## config.mk

```make
export PLATFORM = sky130hd
export DESIGN_NAME = clk_div_ctrl
export DESIGN_NICKNAME = d
export VERILOG_FILES = /design/src/rtl/clk_div_ctrl_pkg.sv /design/src/rtl/clk_div_core.sv /design/src/rtl/clk_div_ctrl.sv
export SDC_FILE = /design/constraint.sdc
export NUM_CORES = 1
export LEC_CHECK = 0
export CAP_MARGIN = 20
export CORE_MARGIN = 2
export CORE_UTILIZATION = 40
export CTS_CLUSTER_DIAMETER = 200
export DETAILED_ROUTE_END_ITERATION = 10
export PLACE_DENSITY_LB_ADDON = 0.25
export SKIP_CTS_REPAIR_TIMING = 1
export SYNTH_ARGS = -nofsm -noshare
export SYNTH_HDL_FRONTEND = slang
export SYNTH_HIERARCHICAL = 1
export SYNTH_SLANG_ARGS = --single-unit
```

## constraint.sdc

```tcl
create_clock -name clk_in -period 10.05 [get_ports clk_in]
set_input_delay 1.005 -clock clk_in [delete_from_list [all_inputs] [get_ports clk_in]]
set_output_delay 1.005 -clock clk_in [all_outputs]
set_load 0.02 [all_outputs]
```

## src/rtl/clk_div_ctrl_pkg.sv

```systemverilog
// Shared types and constants for the run-time clock-divider controller.
package clk_div_ctrl_pkg;

    typedef enum logic [1:0] {
        ST_IDLE     = 2'd0,
        ST_RUN      = 2'd1,
        ST_STOPPING = 2'd2
    } state_t;

    localparam int unsigned MIN_DIV      = 2;
    localparam int unsigned PERIOD_CNT_W = 32;

endpackage

```

## src/rtl/clk_div_core.sv

```systemverilog
// Divide counter plus glitch-free clk_out and per-period tick generation.
module clk_div_core #(
    parameter int unsigned WIDTH = 16
) (
    input  logic             clk_in,
    input  logic             reset,
    input  logic             en,
    input  logic             clear,
    input  logic [WIDTH-1:0] div,
    output logic             wrap,
    output logic             clk_out,
    output logic             tick
);

    logic [WIDTH-1:0] cnt;
    logic [WIDTH-1:0] last_cnt;
    logic [WIDTH-1:0] rise_cnt;

    always_comb begin
        last_cnt = div - WIDTH'(1);
        rise_cnt = (div >> 1) - WIDTH'(1);
        wrap     = en && (cnt == last_cnt);
    end

    // Counter is parked at zero with clk_out low whenever not running.
    always_ff @(posedge clk_in or posedge reset) begin
        if (reset) begin
            cnt     <= '0;
            clk_out <= 1'b0;
            tick    <= 1'b0;
        end else if (clear || !en) begin
            cnt     <= '0;
            clk_out <= 1'b0;
            tick    <= 1'b0;
        end else begin
            cnt  <= wrap ? '0 : cnt + WIDTH'(1);
            tick <= wrap;
            if (wrap) begin
                clk_out <= 1'b0;
            end else if (cnt == rise_cnt) begin
                clk_out <= 1'b1;
            end
        end
    end

endmodule

```

## src/rtl/clk_div_ctrl.sv

```systemverilog
// Run/stop sequencing and ratio handshake around clk_div_core.
// Optional completed-period counter: define CLK_DIV_CTRL_PERIOD_CNT_EN.
module clk_div_ctrl
    import clk_div_ctrl_pkg::*;
#(
    parameter int unsigned WIDTH       = 16,
    parameter int unsigned DEFAULT_DIV = 10
) (
    input  logic                    clk_in,
    input  logic                    reset,
    input  logic                    start,
    input  logic                    stop,
    input  logic [WIDTH-1:0]        div_val,
    input  logic                    div_valid,
    output logic                    div_ready,
    output logic                    clk_out,
    output logic                    tick,
    output logic                    busy,
    output logic                    err,
    output logic [PERIOD_CNT_W-1:0] period_cnt
);

    state_t           state;
    logic [WIDTH-1:0] div;
    logic [WIDTH-1:0] pending;
    logic             wrap;
    logic             en;
    logic             clear;
    logic             apply;
    logic             xfer;

    always_comb begin
        en    = (state != ST_IDLE);
        clear = (state == ST_IDLE) && start && !stop;
        // div_ready low means the pending slot holds a ratio
        apply = !div_ready && ((state == ST_IDLE) || wrap);
        xfer  = div_valid && div_ready;
    end

    clk_div_core #(
        .WIDTH (WIDTH)
    ) u_core (
        .clk_in  (clk_in),
        .reset   (reset),
        .en      (en),
        .clear   (clear),
        .div     (div),
        .wrap    (wrap),
        .clk_out (clk_out),
        .tick    (tick)
    );

    // Run-control FSM and ratio handshake; stop always beats start.
    always_ff @(posedge clk_in or posedge reset) begin
        if (reset) begin
            state     <= ST_IDLE;
            busy      <= 1'b0;
            err       <= 1'b0;
            div       <= WIDTH'(DEFAULT_DIV);
            pending   <= '0;
            div_ready <= 1'b1;
        end else begin
            err <= 1'b0;

            case (state)
                ST_IDLE: begin
                    if (start && !stop) begin
                        state <= ST_RUN;
                        busy  <= 1'b1;
                    end
                end
                ST_RUN: begin
                    if (stop) begin
                        state <= ST_STOPPING;
                    end
                end
                ST_STOPPING: begin
                    if (start && !stop) begin
                        state <= ST_RUN;
                    end else if (wrap) begin
                        state <= ST_IDLE;
                        busy  <= 1'b0;
                    end
                end
                default: begin
                    state <= ST_IDLE;
                    busy  <= 1'b0;
                end
            endcase

            if (apply) begin
                div       <= pending;
                div_ready <= 1'b1;
            end

            if (xfer) begin
                if (div_val >= WIDTH'(MIN_DIV)) begin
                    pending   <= div_val;
                    div_ready <= 1'b0;
                end else begin
                    err <= 1'b1;
                end
            end
        end
    end

`ifdef CLK_DIV_CTRL_PERIOD_CNT_EN
    logic [PERIOD_CNT_W-1:0] period_q;

    always_ff @(posedge clk_in or posedge reset) begin
        if (reset) begin
            period_q <= '0;
        end else if (tick) begin
            period_q <= period_q + PERIOD_CNT_W'(1);
        end
    end

    assign period_cnt = period_q;
`else
    assign period_cnt = '0;
`endif

endmodule
```

==> results of run 1 <==
-- cell usage in the layout, fill, tap and decap left out, types with 4 or more instances in the layout --
| cell | instances |
|---|---|
| nand2b_1 | 4 |
| nor4_1 | 7 |
| inv_1 | 13 |
| nand2_1 | 13 |
| clkdlybuf4s50_1 | 25 |
| and3_1 | 4 |
| mux2_2 | 24 |
| clkbuf_8 | 6 |
| nor3_1 | 6 |
| conb_1 | 32 |
| nor2_1 | 32 |
| nand3_1 | 15 |
| mux2_4 | 9 |
| xnor2_1 | 22 |
| a31oi_1 | 4 |
| nand4_1 | 7 |
| a21oi_1 | 7 |
| xor2_1 | 30 |
| o21ai_0 | 6 |
| dfrtp_1 | 52 |
-- power by group through the flow --
stage / clock [mW] / sequential [mW] / combinational, mW
2_1_floorplan: 0 / 0.326 / 0.350
3_3_place_gp: 0 / 0.393 / 0.348
3_5_place_dp: 0 / 0.395 / 0.355
4_1_cts: 0.141 / 0.391 / 0.358
5_1_grt: 0.151 / 0.405 / 0.399
6_report: 0.137 / 0.389 / 0.359
-- layout make-up --
class / instances / share of cell area
inverters: 13 / 0.0125
repair buffers: 28 / 0.0715
well taps: 108 / 0.0345
multi-input cells: 275 / 0.504
clock inverters: 2 / 0.00447
clock buffers: 6 / 0.0211
flip-flops and latches: 55 / 0.352
-- state kept, by name, summed over array words and instances (netlist names) --
register        count
busy                1
div                16
div_ready           1
err                 1
pending            16
state               2
u_core/clk_out      1
u_core/cnt         16
u_core/tick         1
-- cell usage after synthesis (3+ instances only) --
master,number
nand2b_1,4
nor3_1,6
mux2_2,24
nand3_1,15
a31oi_1,4
o21ai_0,6
ha_1,3
or4_1,3
nor2_1,32
xor2_1,30
dfstp_2,3
nor4_1,7
buf_4,32
nand4_1,7
inv_1,13
mux2_4,9
or3_1,3
clkbuf_1,14
nor2b_1,3
a311oi_1,3
and4_1,3
nand3b_1,3
nand2_1,13
o31ai_1,3
xnor2_1,22
dfrtp_1,52
buf_2,3
a21oi_1,7
and3_1,4
-- kinds of logic (layout without fill, tap and decap cells) --
logic type                 after synthesis  in the layout  synth area share
adders and majority gates                3              3            0.0103
xor gates and xnor gates                52             52             0.125
AOI/OAI and AO/OA                       40             40            0.0845
and+or+nand+nor                        115            115             0.178
buffers and inverters                   67             49             0.111
other                                    1             32           0.00103
DFF                                     55             55             0.379
muxes                                   33             33             0.111
-- metal layers --
metal | up-vias | track usage | part of all wire
met4 | 0 | 0.0474 | 0.014
li1 | 1224 | - | -
met1 | 1212 | 0.222 | 0.48
met3 | 6 | 0.0218 | 0.043
met5 | - | 0 | 0
met2 | 76 | 0.259 | 0.46
-- worst max path at each step --
| stage | startpoint | endpoint | slack [ps] | depth (start not counted) |
|---|---|---|---|---|
| after detailed placement | div[4]$_DFFE_PP0P_ | div[12]$_DFFE_PP0P_ | 6250 | 10 |
| after CTS | div[4]$_DFFE_PP0P_ | div[12]$_DFFE_PP0P_ | 6230 | 10 |
| after global placement | div[4]$_DFFE_PP0P_ | div[11]$_DFFE_PP0P_ | 6410 | 10 |
| final | div[4]$_DFFE_PP0P_ | div[12]$_DFFE_PP0P_ | 6200 | 10 |
| after global routing | div[4]$_DFFE_PP0P_ | div[4]$_DFFE_PP0P_ | 5820 | 10 |
| after floorplan | div[2]$_DFFE_PP0P_ | div[0]$_DFFE_PP0P_ | 6610 | 12 |
-- worst reg2reg max path, delay by kind of cell, from the launching register on --
family / cells / cell delay, ps
mux: 1 / 360
buf+inv: 2 / 370
simple gates: 5 / 1930
flops: 1 / 500
compound gates: 2 / 590
==> metrics.txt, run 1 <==
R2R Setup Slk 6200 ps; first-pass GRT wire length 12600 um; hold_ws 514 ps; Async S/R FF share, synth 1.00; CP Class register to register; WHS Path Cells 1; largest net degree at the start of global routing 38; DP Worst Slack 6250 ps; die width 99.4 um; Hold EP div[11]$_DFFE_PP0P_; Synth area leader dfrtp_1; Max Freq 0.260 GHz; final global-route overflow total 0; Worst-path clk slew 100 ps; worst hold-check path type register to register; CTS Buffer Depth 2; top cell type's share of synthesized area 0.357; final layout net count 402; worst r2r path cells 10; vias in the first global route 2430; CTS tree done; Slew HR 0.332; Clock Latency Late Sink 320 ps; First-pass DRT Iterations 5; Synth Area per Inst 9.95 um2; share of post-route cells with drive strength above 1 0.150; crit path max-delay cell type nor4_2; CP peak stage delay 910 ps; Slew Limit Fails 0; DRC viols 0; root buffer cell clkbuf_8; Tot Pwr 885 uW; DRT iter0 DRCs 182; reg-to-reg startpoint div[4]$_DFFE_PP0P_; Critical Path End Type register; Sw Ratio 0.413; dpl cells 479; starting density of the core 0.415; Yosys cell types 58; fin cells 487; WP data arrival 4060 ps; fin crit period 3850 ps; CTS buffer count 5; area of the multi-input gates 1970 um2; Top delay family on crit path simple AND/OR/NAND/NOR gates; Switch Pwr 366 uW; Ant. Diodes 0; drt wl/cell 15.1 um; # rows 34; RD Place Congestion 0.887; DP HPWL 5500 um; Pint 519 uW; worst path required time 10260 ps; RSZ-0062 raised after global routing no; DP Area 3820 um2; H-tree Lvls 2; cell count after synthesis 366; Post-synth top flop dfrtp_1; Hold Fails Final Rpt 0; initial antenna violation count 0; die area 9880 um2; area of the core 8760 um2; worst vdd ir 0.0896 mV; final instance area 3920 um2; Final ANT Viol Nets 0; maxcap violations 0; Fillers 844; Max FO, Critical Path 16; WP buf/inv 2; FF+latch area 1380 um2; Yosys warnings 6; status finished clean; Reg power frac 0.440; Vias 2518; Final Setup Violations 0; Syn-to-layout area delta 7.63%; Combinational Power Share 0.405; Routed WL 7330 um; PD cells 226 nW/um2; Die Y 99.4 um; worst min-delay path startpoint pending[11]$_DFFE_PP0P_; crit path cell chain nor4_2 -> nand2_1 -> or4bb_1 -> a311oi_1 -> nand3_1 -> inv_1 -> o21ba_2 -> nor2_1 -> buf_4 -> mux2_2; mapped cell area 3640 um2; Yosys reg bits 55; setup TNS 0 ps; EDFF count, synth 0; I/O pins 58; vias per inst 5.17; IO Port Bufs 25; r2r endpoint div[12]$_DFFE_PP0P_; clock network power share 0.155; period utilization 0.383; critical path startpoint category register; Synth area leaders dfrtp_1 36%, mux2_2 7.4%, xor2_1 7.2%; clock sinks 55; leakage dissipation 1.67 nW; part of the Yosys area used for sequential elements 0.379; Total GRT Usage 0.159; post-layout util 0.447; Tightest Pin Transition 993 ps; slack of the critical path 6200 ps; Final Skew 8.04 ps
Power figures use the tool's default switching activity.
==> run 2, diff against run 1 <==
Clock period 10.05 ns to 3.7 ns, I/O delays scaled along.
==> metrics.txt, run 2 (synthesis results as in run 1) <==
status finished clean; fin crit period 3430 ps; worst hold-check path type primary input to asynchronous set/reset pin; DRC viols 0; Final Skew 13.0 ps; worst path required time 3900 ps; CTS Buffer Depth 2; CTS tree done; first-pass GRT wire length 12400 um; vias per inst 5.28; CTS buffer count 5; DRT iter0 DRCs 79; Ant. Diodes 0; final instance area 4000 um2; H-tree Lvls 2; setup TNS 0 ps; share of post-route cells with drive strength above 1 0.171; Hold Fails Final Rpt 0; DP Area 3880 um2; die width 99.4 um; critical path startpoint category register; initial antenna violation count 0; leakage dissipation 1.72 nW; # rows 34; final global-route overflow total 0; Worst-path clk slew 110 ps; Slew HR 0.308; drt wl/cell 14.7 um; die area 9880 um2; PD cells 614 nW/um2; Max Freq 0.292 GHz; Critical Path End Type register; Final Setup Violations 0; IO Port Bufs 25; Clock Latency Late Sink 320 ps; clock sinks 55; Slew Limit Fails 0; Syn-to-layout area delta 9.76%; Total GRT Usage 0.155; First-pass DRT Iterations 4; Vias 2615; RSZ-0062 raised after global routing no; CP Class register to register; starting density of the core 0.415; largest net degree at the start of global routing 38; period utilization 0.927; Routed WL 7290 um; most common cell after layout, fill and taps aside dfrtp_1; I/O pins 58; Tightest Pin Transition 1030 ps; WP data arrival 3630 ps; Max FO, Critical Path 16; Die Y 99.4 um; Final ANT Viol Nets 0; final layout net count 410; DP HPWL 5510 um; worst vdd ir 0.224 mV; maxcap violations 0; RD Place Congestion 0.908; commonest non-fill, non-tap cells in the layout 52 x dfrtp_1, 32 x nor2_1, 32 x conb_1, 30 x xor2_1, 25 x clkdlybuf4s50_1; vias in the first global route 2470; area of the core 8760 um2; top flop regs div: 16 flops, pending: 16 flops, u_core/cnt: 16 flops; root buffer cell clkbuf_8
[run 2: final timing paths]
check / slack [ps] / cells after the start / endpoint / from
setup reg to reg: 270 / 13 / div[14]$_DFFE_PP0P_ / div[1]$_DFFE_PP1P_
hold reg to reg: 500 / 2 / div_ready$_DFF_PP1_ / div_ready$_DFF_PP1_
setup / recovery: 270 / 13 / div[14]$_DFFE_PP0P_ / div[1]$_DFFE_PP1P_
hold / removal: 470 / 3 / div[8]$_DFFE_PP0P_ / reset
max in group asynchronous: 2760 / 2 / u_core/cnt[8]$_DFF_PP0_ / reset
min in group clk_in: 500 / 2 / div_ready$_DFF_PP1_ / div_ready$_DFF_PP1_
[run 2: area by class of cell]
class                           count  area, um2
Fill cell                         831       4770
Clock inverter                      2       20.0
Inverter                           13       48.8
Multi-Input combinational cell    275       1980
Sequential cell                    55       1380
Timing Repair Buffer               36        353
Clock buffer                        6       82.6
Tap cell                          108        135
[run 2: layer usage]
metal,track usage,vias up,share of wire
met5,0,-,0
met4,0.0622,0,0.021
met3,0.0239,13,0.041
met2,0.252,82,0.47
met1,0.209,1273,0.47
li1,-,1247,-
[run 2: worst max-delay path, cell delays in order, from the launching register on]
cell       delay (ps)
dfstp_2           600
inv_1              70
ha_1              230
nor3b_2           190
buf_4             170
nand3_1            70
or4b_4            470
a2111oi_4         350
nand3_1           170
inv_1             130
o21ba_2           170
nor2_1            170
buf_12            180
mux2_2            340
[run 2: power by group]
group	internal (mW)	total, mW	switching, mW
logic	0.526	1.05	0.522
clock network	0.158	0.374	0.215
registers	0.768	1.03	0.266
total	1.45	2.45	1.00
[run 2: metrics by stage]
stage | utilization | instances | setup WS (ps) | hold WS [ps] | total power, mW
detailed placement | 0.443 | 486 | 202 | 489 | 2.08
floorplan | - | 397 | 256 | 309 | 1.84
global placement | 0.441 | 485 | 308 | 486 | 2.06
global route | 0.456 | 495 | 3.33 | 528 | 2.63
finish | 0.456 | 495 | 269 | 472 | 2.45
CTS | 0.455 | 494 | 164 | 491 | 2.46
==> run 3, diff against run 2 <==
Clock period 3.7 ns to 3.6 ns, I/O delays scaled along.
==> metrics.txt, run 3 (synthesis results as in run 1) <==
status finished clean; Final ANT Viol Nets 0; fin crit period 3350 ps; Syn-to-layout area delta 10.1%; drt wl/cell 14.9 um; DRC viols 0; worst vdd ir 0.229 mV; maxcap violations 0; Top delay family on crit path simple AND/OR/NAND/NOR gates; Max FO, Critical Path 16; RSZ-0062 raised after global routing no; crit path cell chain inv_1 -> ha_2 -> nor4bb_2 -> o211ai_1 -> or4b_4 -> a2111oi_4 -> nand3_1 -> inv_1 -> o21ba_2 -> nor2_2 -> buf_12 -> mux2_2; Slew HR 0.379; First-pass DRT Iterations 5; RD Place Congestion 0.827; Tightest Pin Transition 925 ps; largest net degree at the start of global routing 38; Final Skew 8.66 ps; worst path required time 3800 ps; Clock Latency Late Sink 320 ps; clock sinks 55; Critical Path Stages 12; Critical Path End Type register; H-tree Lvls 2; Final Setup Violations 0; Total GRT Usage 0.155; share of post-route cells with drive strength above 1 0.178; commonest non-fill, non-tap cells in the layout 52 x dfrtp_1, 32 x conb_1, 31 x nor2_1, 30 x xor2_1, 25 x clkdlybuf4s50_1; CP most frequent cell inv_1; # rows 34; root buffer cell clkbuf_8; IO Port Bufs 25; worst hold-check path type primary input to asynchronous set/reset pin; CTS tree done; most common cell after layout, fill and taps aside dfrtp_1; first-pass GRT wire length 12400 um; area of the core 8760 um2; setup TNS 0 ps; Worst-path clk slew 110 ps; CP peak stage delay 560 ps; leakage dissipation 1.72 nW; worst r2r path cells 12; die width 99.4 um; hold_ws 459 ps; Slew Limit Fails 0; WP buf/inv 3; top flop regs div: 16 flops, pending: 16 flops, u_core/cnt: 16 flops; final instance area 4010 um2; final global-route overflow total 0; DP HPWL 5480 um; Die Y 99.4 um; Hold Fails Final Rpt 0; final layout net count 410; vias in the first global route 2408; Fillers 852; crit path max-delay cell type or4b_4; WP data arrival 3550 ps; Max Freq 0.298 GHz; DRT iter0 DRCs 142; Ant. Diodes 0; CTS Buffer Depth 2; CTS buffer count 5; period utilization 0.931; I/O pins 58; vias per inst 5.21; PD cells 635 nW/um2; starting density of the core 0.415; Routed WL 7350 um; critical path startpoint category register; Vias 2579; die area 9880 um2; CP Class register to register; initial antenna violation count 0; DP Area 3880 um2
==> run 3: cell type report <==
cell class              count  area, um2  share of cell area
clock buffers               6       82.6              0.0206
clock inverters             2       17.5             0.00437
inverters                  13       48.8              0.0122
multi-input cells         275       2000               0.499
flip-flops and latches     55       1380               0.344
well taps                 108        135              0.0337
repair buffers             36        345              0.0862
==> run 3: worst paths after layout <==
kind                                                end                 from  slack, ps
worst max-delay path                 div[2]$_DFFE_PP0P_   div[0]$_DFFE_PP0P_        250
worst min-delay path                div[14]$_DFFE_PP0P_                reset        460
worst max register to register       div[2]$_DFFE_PP0P_   div[0]$_DFFE_PP0P_        250
worst min register to register      div_ready$_DFF_PP1_  div_ready$_DFF_PP1_        500
max in group asynchronous       u_core/cnt[4]$_DFF_PP0_                reset       2630
min in group clk_in                 div_ready$_DFF_PP1_  div_ready$_DFF_PP1_        500
==> run 3: report_power, final <==
group,internal (mW),switching (mW)
clock network,0.162,0.222
logic,0.547,0.539
registers,0.789,0.285
==> run 3: stage by stage <==
stage | utilization | worst slack [ps] | total power, mW | instances
finish | 0.457 | 249 | 2.54 | 495
CTS | 0.454 | 62.2 | 2.53 | 494
floorplan | - | 156 | 1.89 | 397
detailed placement | 0.442 | 77.0 | 2.13 | 486
global placement | 0.442 | 235 | 2.12 | 486
global route | 0.457 | 62.4 | 2.73 | 495
==> run 3: worst register-to-register path: stages (launching register included) <==
cell and delay, ps:
dfrtp_1 450, inv_1 130, ha_2 240, nor4bb_2 300, o211ai_1 120, or4b_4 560
a2111oi_4 350, nand3_1 180, inv_1 120, o21ba_2 180, nor2_2 120, buf_12 170
mux2_2 340
==> run 3: layer usage <==
| layer | part of all wire | GRT usage | up-vias |
|---|---|---|---|
| met5 | 0 | 0 | - |
| met4 | 0.011 | 0.0316 | 0 |
| met3 | 0.052 | 0.0281 | 6 |
| met2 | 0.46 | 0.258 | 79 |
| met1 | 0.48 | 0.213 | 1245 |
| li1 | - | - | 1249 |
==> RTL change: new RTL, settings of run 1 <==
Add a define of `CLK_DIV_CTRL_PERIOD_CNT_EN`.
--- a/src/rtl/clk_div_ctrl.sv
+++ b/src/rtl/clk_div_ctrl.sv
@@ -1,5 +1,7 @@
 // Run/stop sequencing and ratio handshake around clk_div_core.
 // Optional completed-period counter: define CLK_DIV_CTRL_PERIOD_CNT_EN.
+`define CLK_DIV_CTRL_PERIOD_CNT_EN
+
 module clk_div_ctrl
     import clk_div_ctrl_pkg::*;
 #(
Function: changed (Yosys sat finds a counterexample within 10 cycles, from zero or initial values and one cycle with reset high).
==> RTL change against run 1 <==
  * Design area grew 51%
  * Global-route usage grew 1.5 points
  * Combinational power shrank 4%
  * Utilization grew 4.4 points
  * Sequential cell count grew 32
  * Sequential power grew 33%
  * Largest cell class unchanged
  * Area after synthesis grew 36%
  * Count of clock-buffer cells in the layout grew 4
  * Worst setup slack gained 0.12 ns
  * Critical endpoint is now div[5]$_DFFE_PP0P_
  * Via count grew 42%
  * Total power grew 37%
  * Routed wire length grew 48%
==> RTL change: results (changes against run 1) <==
detailed_routing:
  viasPerCell: 5.213  # was 5.170
  firstDrtPassIters: 4  # was 5
  routed_wl_um: 10880  # was 7333 um
  drtIter0Drc: 154  # was 182
timing:
  fin_skew_ns: 0.004651  # was 0.008040 ns
  worst_pin_slew_ns: 1.026  # was 0.9935 ns
place:
  pre_cts_slack_ns: 6.343  # was 6.247 ns
  gp_congestion: 0.7844  # was 0.8868
  placedCellCount: 671  # was 479
  dp_hpwl_um: 8005  # was 5498 um
  place_area_um2: 5610  # was 3819 um^2
  port_buffers: 57  # was 25
synth:
  syn_area_per_cell_um2: 10.53  # was 9.948 um^2
  synthesis.nets: 495
  async_flop_share_pct: 100.0  # unchanged
  ys_warn_count: 6  # unchanged
  synthTopCellsByArea: "dfrtp_1 42%, xor2_1 8.8%, mux2_2 7.7%"  # was dfrtp_1 36%, mux2_2 7.4%, xor2_1 7.2%
  yosysSeqAreaShare_pct: 44.05  # was 37.90%
  ys_top_cells_by_count: "84 x dfrtp_1, 50 x xor2_1, 44 x nor2_1"  # was 52 x dfrtp_1, 32 x buf_4, 32 x nor2_1
  synth.distinct_cells: 57  # was 58
finish:
  drive_gt1_share_pct: 15.41  # was 15.04%
  layoutNonFillerInstCount: 687  # was 487
  area_growth_pct: 19.64  # was 7.629%
  n_antenna_cell: 0  # unchanged
  fill_cells: 1161  # was 844
  fin_nets: 539  # was 402
  largest_reg_flops: 32
cts:
  htreeDepth: 3  # was 2
  clock_latency_ns: 0.34  # was 0.32 ns
  cts_made_buffers: 9  # was 5
  path_clk_slew_ns: 0.06  # was 0.10 ns
  cts_buffer_depth: 2  # unchanged
  clock-root-buffer: "clkbuf_16"  # was clkbuf_8
global_routing:
  antenna_found_initial: 0  # unchanged
  grt_pass1_wl_um: 18080  # was 12650 um
  grt_max_degree: 52  # was 38
  grt_pass1_vias: 3550  # was 2430
  gr-usage-all-layers_pct: 17.43  # was 15.94%
hold_path:
  hold_start: "period_cnt[31]$_DFFE_PP0P_"  # was pending[11]$_DFFE_PP0P_
  hold_class: "reg2reg"  # unchanged
run_status:
  status: "completed"  # unchanged
power_and_ir_drop:
  power.leakage_nw: 2.541  # was 1.671 nW
  peakVddDrop_mv: 0.08382  # was 0.08965 mV
setup_path:
  worst_ep_arrival_time_ns: 3.95  # was 4.06 ns
  startpoint_type: "register"  # unchanged
  critPathLaunch: "div[4]$_DFFE_PP0P_"  # unchanged
  crit_fanout: 16  # unchanged
[RTL change: changes by cell type after synthesis, moves of 4 or more]
cell	delta
xor2_1	+20
xnor2_1	+11
mux2_4	-9
inv_1	+5
nand3_1	+7
mux2_2	+10
buf_4	-32
dfrtp_1	+32
nor3_1	+5
nand2_1	+14
nor4_2	+7
nor2_1	+12
nand4_1	+4
[RTL change: stage by stage]
stage	total power, mW	hold slack (ns)
floorplan	0.7791	0.4715
global placement	0.8535	0.4593
detailed placement	0.8636	0.4569
CTS	1.224	0.4751
global route	1.285	0.4867
finish	1.215	0.4706
[RTL change: path summary, 6_finish.rpt]
check                                                  end  slack (ns)  cells after the start
worst max-delay path                    div[5]$_DFFE_PP0P_        6.32                     10
worst min-delay path            period_cnt[31]$_DFFE_PP0P_        0.47                      1
worst max register to register          div[5]$_DFFE_PP0P_        6.32                     10
worst min register to register  period_cnt[31]$_DFFE_PP0P_        0.47                      1
max in group asynchronous               div[9]$_DFFE_PP0P_        8.05                      3
min in group asynchronous        period_cnt[1]$_DFFE_PP0P_        1.01                      2
[RTL change: layer usage]
| metal | vias to the layer above | share of wire (%) | wire length, um | track usage, % |
|---|---|---|---|---|
| met3 | 9 | 5.0 | 543 | 4.850 |
| met2 | 83 | 49 | 5290 | 27.53 |
| met5 | - | 0 | 0 | 0 |
| met4 | 0 | 0.90 | 98 | 6.185 |
| met1 | 1769 | 45 | 4949 | 23.06 |
| li1 | 1720 | - | - | - |
[RTL change: power breakdown]
part	switching, mW	internal, mW	total [mW]
sequential	0.105	0.412	0.517
clock	0.136	0.217	0.354
combinational	0.175	0.169	0.344
total	0.416	0.799	1.21
[RTL change: area by class of cell]
type                            count  share of cell area [%]
Clock buffer                       10                   3.866
Clock inverter                      6                   1.415
Inverter                           18                   1.141
Multi-Input combinational cell    338                   43.20
Sequential cell                    87                   36.82
Tap cell                          168                   3.549
Timing Repair Buffer               60                   10.01
[RTL change: kinds of logic after synthesis]
group / count (synthesis) / share of synthesized area (%)
DFF: 87 / 44.05
muxes: 34 / 7.733
xor gates and xnor gates: 83 / 14.68
and+or+nand+nor: 182 / 23.00
AOI/OAI and AO/OA: 35 / 5.257
adders and majority gates: 4 / 1.011
buffers and inverters: 45 / 4.271
[RTL change: critical path, cell delays in order, from the launching register on]
cell	delay (ns)
dfrtp_1	0.49
nor4_2	0.93
nand2_1	0.24
or4bb_1	0.54
a311oi_1	0.34
nand3_1	0.16
inv_1	0.15
nor2_1	0.06
nor2_1	0.08
buf_4	0.25
mux2_2	0.36
